File: src/rtl/prog_sequencer.sv
// Runs up to three controller-core programs in ascending index order.
// Each program gets one start pulse and a RUN-cycle count (capped at TIMEOUT).
module prog_sequencer #(
  parameter int PC_W    = 10,
  parameter int CNT_W   = 16,
  parameter int TIMEOUT = 4096,
  parameter int ADDR0   = 0,
  parameter int ADDR1   = 128,
  parameter int ADDR2   = 256
) (
  input  logic             clk,
  input  logic             reset_n,
  input  logic             go,
  input  logic [2:0]       prog_mask,
  input  logic             abort,
  input  logic             core_done,
  output logic             core_start,
  output logic [PC_W-1:0]  core_start_addr,
  output logic             busy,
  output logic             result_valid,
  output logic [1:0]       result_prog,
  output logic [CNT_W-1:0] result_cycles,
  output logic             result_timeout,
  output logic             all_done,
  output logic [2:0]       debug_state
);

  // Handshake: go is accepted only in IDLE; core_start is a one-cycle pulse
  // and core_done is a level that only counts while in RUN.
  typedef enum logic [2:0] {
    S_IDLE   = 3'd0,
    S_LAUNCH = 3'd1,
    S_RUN    = 3'd2,
    S_RECORD = 3'd3,
    S_FINISH = 3'd4
  } state_t;

  localparam logic [CNT_W-1:0] LAST_CNT = CNT_W'(TIMEOUT - 1);
  localparam logic [CNT_W-1:0] TO_CNT   = CNT_W'(TIMEOUT);

  state_t            state_q;
  logic [2:0]        mask_q;
  logic [1:0]        prog_q;
  logic [CNT_W-1:0]  cnt_q;
  logic              core_start_q;
  logic [PC_W-1:0]   start_addr_q;
  logic              busy_q;
  logic              result_valid_q;
  logic [1:0]        result_prog_q;
  logic [CNT_W-1:0]  result_cycles_q;
  logic              result_timeout_q;
  logic              all_done_q;

  logic [2:0]        rem_mask_d;
  logic [1:0]        first_prog_d;
  logic [1:0]        next_prog_d;

  function automatic logic [1:0] lowest(input logic [2:0] m);
    if (m[0])      return 2'd0;
    else if (m[1]) return 2'd1;
    else           return 2'd2;
  endfunction

  function automatic logic [PC_W-1:0] addr_of(input logic [1:0] p);
    case (p)
      2'd0:    return PC_W'(ADDR0);
      2'd1:    return PC_W'(ADDR1);
      default: return PC_W'(ADDR2);
    endcase
  endfunction

  assign rem_mask_d   = mask_q & ~(3'b001 << prog_q);
  assign first_prog_d = lowest(prog_mask);
  assign next_prog_d  = lowest(rem_mask_d);

  always_ff @(posedge clk) begin
    if (!reset_n) begin
      state_q          <= S_IDLE;
      mask_q           <= '0;
      prog_q           <= '0;
      cnt_q            <= '0;
      core_start_q     <= 1'b0;
      start_addr_q     <= '0;
      busy_q           <= 1'b0;
      result_valid_q   <= 1'b0;
      result_prog_q    <= '0;
      result_cycles_q  <= '0;
      result_timeout_q <= 1'b0;
      all_done_q       <= 1'b0;
    end else begin
      core_start_q   <= 1'b0;
      result_valid_q <= 1'b0;
      if (abort && state_q != S_IDLE) begin
        state_q <= S_IDLE;
        busy_q  <= 1'b0;
      end else begin
        case (state_q)
          S_IDLE: begin
            if (go) begin
              all_done_q <= 1'b0;
              busy_q     <= 1'b1;
              if (prog_mask != 3'b000) begin
                mask_q       <= prog_mask;
                prog_q       <= first_prog_d;
                core_start_q <= 1'b1;
                start_addr_q <= addr_of(first_prog_d);
                state_q      <= S_LAUNCH;
              end else begin
                state_q <= S_FINISH;
              end
            end
          end
          // core_done is deliberately not looked at here: it may still be
          // asserted from the program that just finished.
          S_LAUNCH: begin
            cnt_q   <= '0;
            state_q <= S_RUN;
          end
          S_RUN: begin
            if (core_done) begin
              result_valid_q   <= 1'b1;
              result_prog_q    <= prog_q;
              result_cycles_q  <= cnt_q + 1'b1;
              result_timeout_q <= 1'b0;
              state_q          <= S_RECORD;
            end else if (cnt_q == LAST_CNT) begin
              result_valid_q   <= 1'b1;
              result_prog_q    <= prog_q;
              result_cycles_q  <= TO_CNT;
              result_timeout_q <= 1'b1;
              state_q          <= S_RECORD;
            end else begin
              cnt_q <= cnt_q + 1'b1;
            end
          end
          S_RECORD: begin
            mask_q <= rem_mask_d;
            if (rem_mask_d != 3'b000) begin
              prog_q       <= next_prog_d;
              core_start_q <= 1'b1;
              start_addr_q <= addr_of(next_prog_d);
              state_q      <= S_LAUNCH;
            end else begin
              state_q <= S_FINISH;
            end
          end
          S_FINISH: begin
            all_done_q <= 1'b1;
            busy_q     <= 1'b0;
            state_q    <= S_IDLE;
          end
          default: begin
            busy_q  <= 1'b0;
            state_q <= S_IDLE;
          end
        endcase
      end
    end
  end

  assign core_start      = core_start_q;
  assign core_start_addr = start_addr_q;
  assign busy            = busy_q;
  assign result_valid    = result_valid_q;
  assign result_prog     = result_prog_q;
  assign result_cycles   = result_cycles_q;
  assign result_timeout  = result_timeout_q;
  assign all_done        = all_done_q;
  assign debug_state     = state_q;

endmodule

File: config.mk
export PLATFORM = sky130hd
export DESIGN_NAME = prog_sequencer
export DESIGN_NICKNAME = d
export VERILOG_FILES = /design/src/rtl/prog_sequencer.sv
export SDC_FILE = /design/constraint.sdc
export NUM_CORES = 1
export LEC_CHECK = 0
export ABC_CLOCK_PERIOD_IN_PS = 2100
export CAP_MARGIN = 10
export CELL_PAD_IN_SITES_DETAIL_PLACEMENT = 0
export CELL_PAD_IN_SITES_GLOBAL_PLACEMENT = 1
export CORE_ASPECT_RATIO = 1.2
export CORE_UTILIZATION = 35
export CTS_BUF_LIST = sky130_fd_sc_hd__clkbuf_4 sky130_fd_sc_hd__clkbuf_8 sky130_fd_sc_hd__clkbuf_16
export DETAILED_ROUTE_END_ITERATION = 8
export GPL_TIMING_DRIVEN = 0
export PLACE_DENSITY_LB_ADDON = 0.1
export SLEW_MARGIN = 20
export SYNTH_ARGS = -nofsm -noshare
export SYNTH_HDL_FRONTEND = slang
export SYNTH_SLANG_ARGS = --single-unit
File: constraint.sdc
create_clock -name clk -period 2.1 [get_ports clk]
set_input_delay 0.315 -clock clk [delete_from_list [all_inputs] [get_ports clk]]
set_output_delay 0.315 -clock clk [all_outputs]
set_load 0.05 [all_outputs]
-- Yosys cells after proc, flatten, opt, wreduce, memory -nomap -nowiden
Cells that the tools add are included.
- register bits after elaboration: 57
- logic and storage cells: 96
- output and inout port bits: 36
- input bits: 8
- reductions and logical operators: 21
- add/sub/neg operators: 1
- shifts and indexed selects: 1
- muxes and demuxes: 42
- eq/ne operators: 13
- bitwise operators: 6
- operator list (kind ; count):
    16-bit two-way mux ; 4
    9-bit case mux with 2 select lines ; 2
    16-bit case mux with 2 select lines ; 1
    10-bit two-way mux ; 3
    3-bit two-way mux ; 7
    10-bit case mux with 2 select lines ; 1
    2-bit two-way mux ; 9
    16-bit by 1-bit adder with 16-bit output (second input constant) ; 1
    16-bit by 12-bit == test with 1-bit output (second input constant) ; 1
    3-bit case mux with 4 select lines ; 1
    2-bit inequality test (second input constant) ; 5
    1-bit two-way mux ; 9
    3-bit nonzero test ; 3
    4-bit AND reduction ; 2
    2-bit nonzero test ; 4
    3-bit by 2-bit == test with 1-bit output (second input constant) ; 2
    1-bit case mux with 2 select lines ; 3
    3-bit case mux with 2 select lines ; 1
    3-bit AND reduction ; 2
    3-bit OR reduction ; 2
    5-bit AND reduction ; 1
    2-bit by 1-bit == test with 1-bit output (second input constant) ; 2
    2-bit zero test ; 2
    1-bit NOT ; 4
    other kinds (11) ; 12

-- Longest topological paths before layout
- depth in word-level cells: 9
- depth in mapped cells: 8

-- Worst setup path after synthesis
Ideal clock, no wire load.
- path type: register to register
- from: register state_q[1], in the netlist debug_state[1]
- to: register cnt_q[12]
- buffers on the path: 2
- setup slack: -233 ps
- cell stages (with the launch flop): 8
- data arrival time: 2254 ps
- cells stage by stage: dfxtp_1 -> buf_2 -> nand2b_1 -> nand2b_1 -> or2_2 -> buf_4 -> or4_2 -> o211ai_1
- cells in the longest elaborated chain, start to end: 4
- elaborated cells on any way between the ends: 10
- RTL lines (element ; line ; RTL):
    start: declaration ; 41 ; state_t state_q;
    start signal: assignment ; 78 ; state_q <= S_IDLE;
    start signal: assignment ; 94 ; state_q <= S_IDLE;
    start signal: assignment ; 107 ; state_q <= S_LAUNCH;
    parallel branches: the longest is 4 deep, another holds 4-bit AND reduction ; n/a ;
    end signal: assignment ; 133 ; cnt_q <= cnt_q + 1'b1;
    end: declaration ; 44 ; logic [CNT_W-1:0] cnt_q;
Parallel ways; which one is timed is not known.
A chain may end at the register's enable or synchronous reset.

-- Final worst setup path
- from: register cnt_q[15]
- to: register cnt_q[11]
- cells in the longest elaborated chain, start to end: 3
- RTL lines (element ; line ; RTL):
    16-bit by 12-bit == test with 1-bit output ; 126 ; end else if (cnt_q == LAST_CNT) begin
    2-bit inequality test (no source line) ; n/a ;
    4-bit AND reduction (no source line) ; n/a ;
Every way passes these cells.

==> metrics <==
global-route wire length before repair 9890 um; hold buffers post-CTS 0; Area Overhead vs Synth 30.0%; Int Pwr 1250 uW; power density over the cells 558 nW/um2; Hold Crit Endpoint result_prog[0]$_SDFFE_PN0P_; initial DRC count 78; Leak Pwr 0.00113 uW; fin worst setup slack 0.00437 ns; mux share of post-synthesis cell area 0.00823; Net Switching 516 uW; kind of critical path flip-flop to flip-flop; Via Count 2,182; CP endpoint kind flip-flop; YS warnings 0; #FFs+latches synth 47; Period minus WS final 2.10 ns; final hold viol count 0; worst-margin pin slew 0.566 ns; Worst path max stage delay 0.57 ns; CTS tree yes; layout cells sized above 1 0.216; DP Area 2930 um2; Post-Route WL 6100 um; die width 78.1 um; Clock transition at path regs 0.09 ns; Buf/Inv on CP 2; CTS sink count 47; Post-Syn Area 2430 um2; initial antenna violation count 0; adder-cell share of the synthesized area 0.00514; RSZ-0062 raised after global routing true; Max Slew Vio Count 0; largest family of logic cells by synthesized area simple AND/OR/NAND/NOR gates; vias in the first global route 2,019; die height 93.3 um; pre-CTS WS -0.344 ns; status complete, no violations; Post-synth EDFFs 0; wire per inst 14.6 um; global placer's final weighted congestion 0.821; synth unique cells 54; clk_lat worst skew 0.30 ns; critical path arrival 2.29 ns; final period utilization 0.998; Critical R2R Launch cnt_q[15]$_SDFFE_PN0P_; Hold Crit Depth 2; Critical Path Fanout Max 3; Synth Area in Simple Gates 0.260; Clock Skew 0.00647 ns; Seq/Total Area, Yosys 0.387; Total GRT Usage 0.174; worst vdd ir 0.000267 V; port buffer count 35; post-DR vias/cell 5.21; Row Count 32; IO Count 44; crit path launch type flip-flop; Antenna diodes 0; crit path cell chain or4_4, o41ai_4, buf_4, nor2_2, buf_6, and4_4, a311o_1; initial core utilization 0.371; worst hold path type flip-flop to flip-flop; clk buf depth 2; # setup viols final 0; required time of the critical path 2.29 ns; Hold Path Origin result_prog[0]$_SDFFE_PN0P_; clock share of power 0.327; die outline area 7290 um2; Avg Inst Size Synth 8.82 um2; Detailed Routing Iterations Pass 1 4; Top FF cell, synth dfxtp_1; root buffer cell clkbuf_8; r2r setup slk 0.004 ns; slowest CP cell or4_4; max-cap viol count 0; CP top delay family simple AND/OR/NAND/NOR gates; fmax 0.477 GHz; Routed Antenna Nets 0; global route overflow 0; Final HPWL DP 4360 um; Residual DRC 0; Worst Hold Margin 0.466 ns; Slew HR 0.619; Comb power frac 0.153; Critical R2R Capture cnt_q[11]$_SDFFE_PN0P_; compound-gate portion of the synthesized area 0.197; largest net degree at the start of global routing 16; switch share 0.292; async set-reset flop share out of synthesis 0; htree depth 2; sequential power share 0.520; Gate Count Post-Synth 276; Core Region 6570 um2; nets@finish 342; R2R depth 7; xor/xnor share of the synthesized area 0.0432; Num CTS Buffers 5; Final Cell Area 3160 um2
metrics by stage:
step	TNS, ns	total power, uW	utilization	std cells
finish	0	1760	0.482	419
global route	-0.248	1850	0.482	419
detailed placement	-8.65	1200	0.446	403
floorplan	0	1120	-	283
CTS	-0.0865	1790	0.477	419
global placement	-8.29	1200	0.446	403
how the worst max path moves through the flow:
stage | start | endpoint | slack, ns | depth (start not counted)
global route | cnt_q[15]$_SDFFE_PN0P_ | cnt_q[11]$_SDFFE_PN0P_ | -0.05 | 7
CTS | cnt_q[15]$_SDFFE_PN0P_ | cnt_q[11]$_SDFFE_PN0P_ | -0.05 | 7
finish | cnt_q[15]$_SDFFE_PN0P_ | cnt_q[11]$_SDFFE_PN0P_ | 0.004 | 7
global placement | abort | cnt_q[12]$_SDFFE_PN0P_ | -0.32 | 7
detailed placement | abort | cnt_q[12]$_SDFFE_PN0P_ | -0.34 | 7
floorplan | debug_state[0]$_SDFFE_PP0P_ | cnt_q[12]$_SDFFE_PN0P_ | 0.009 | 7
power by group through the flow:
stage / Combinational [uW] / Sequential (uW) / Clock [uW]
4_1_cts: 271 / 917 / 603
2_1_floorplan: 143 / 980 / 0
6_report: 271 / 917 / 577
3_5_place_dp: 259 / 941 / 0
3_3_place_gp: 259 / 942 / 0
5_1_grt: 291 / 920 / 637
logic make-up after synthesis:
| logic type | Yosys count |
|---|---|
| buf+inv | 31 |
| mux | 2 |
| xor+xnor | 12 |
| fa+ha+maj | 1 |
| other cells | 1 |
| simple gates | 116 |
| compound gates | 66 |
| flops | 47 |
worst min-delay path, delay by kind of cell, from the launching register on:
kind             cells  cell delay, ns
flip-flops           1            0.32
AND/OR/NAND/NOR      1            0.05
multiplexers         1            0.05
repair_timing:
action                                  CTS  global route
gates cloned                              1             0
endpoints found under the setup margin   35            29
resized for setup                        21            12
pin swaps                                 9             3
buffers inserted                          9             1
cell usage in the layout (no fill, tap or decap), drive strengths merged, types with 6 or more instances in the layout:
master	Yosys	layout
o21ai	19	19
buf	17	26
xor2	7	7
nor2	14	14
nand2	32	32
nand3	12	12
conb	1	8
nor3	7	7
clkbuf	5	10
inv	7	7
dfxtp	47	47
o2bb2ai	13	13
a21oi	11	11
clkdlybuf4s50	0	35
nor2b	6	6
metal layers:
metal,global-route usage,vias up,share of wire
met5,0,-,0
met4,0.0417,0,0.0093
met3,0.0312,6,0.030
met2,0.308,42,0.50
met1,0.216,1022,0.46
li1,-,1112,-
cell type report:
class                   instances  area [um2]
plain buffers                  21         189
well taps                      85         106
fillers                       664        3400
inverters                       7        26.3
repair buffers                 46         430
clock buffers                   6        76.3
multi-input cells             205        1350
clock inverters                 2        17.5
flip-flops and latches         47         965
registers in the layout (all words and copies together), names as in the netlist:
register / flops
debug_state: 3
result_prog: 2
core_start: 1
core_start_addr: 1
result_timeout: 1
result_cycles: 16
result_valid: 1
mask_q: 3
busy: 1
prog_q: 1
cnt_q: 16
all_done: 1
Yosys cell counts (6+ instances only):
master | n | area share
inv_1 | 7 | 0.011
o2bb2ai_1 | 13 | 0.047
dfxtp_1 | 47 | 0.39
o21ai_0 | 19 | 0.039
nand3_1 | 12 | 0.025
nor2b_1 | 6 | 0.015
a21oi_1 | 11 | 0.023
nor3_1 | 7 | 0.014
nand2_1 | 32 | 0.049
xor2_1 | 7 | 0.025
nor2_1 | 13 | 0.020
buf_4 | 12 | 0.037
(Power assumes the default switching activity.)
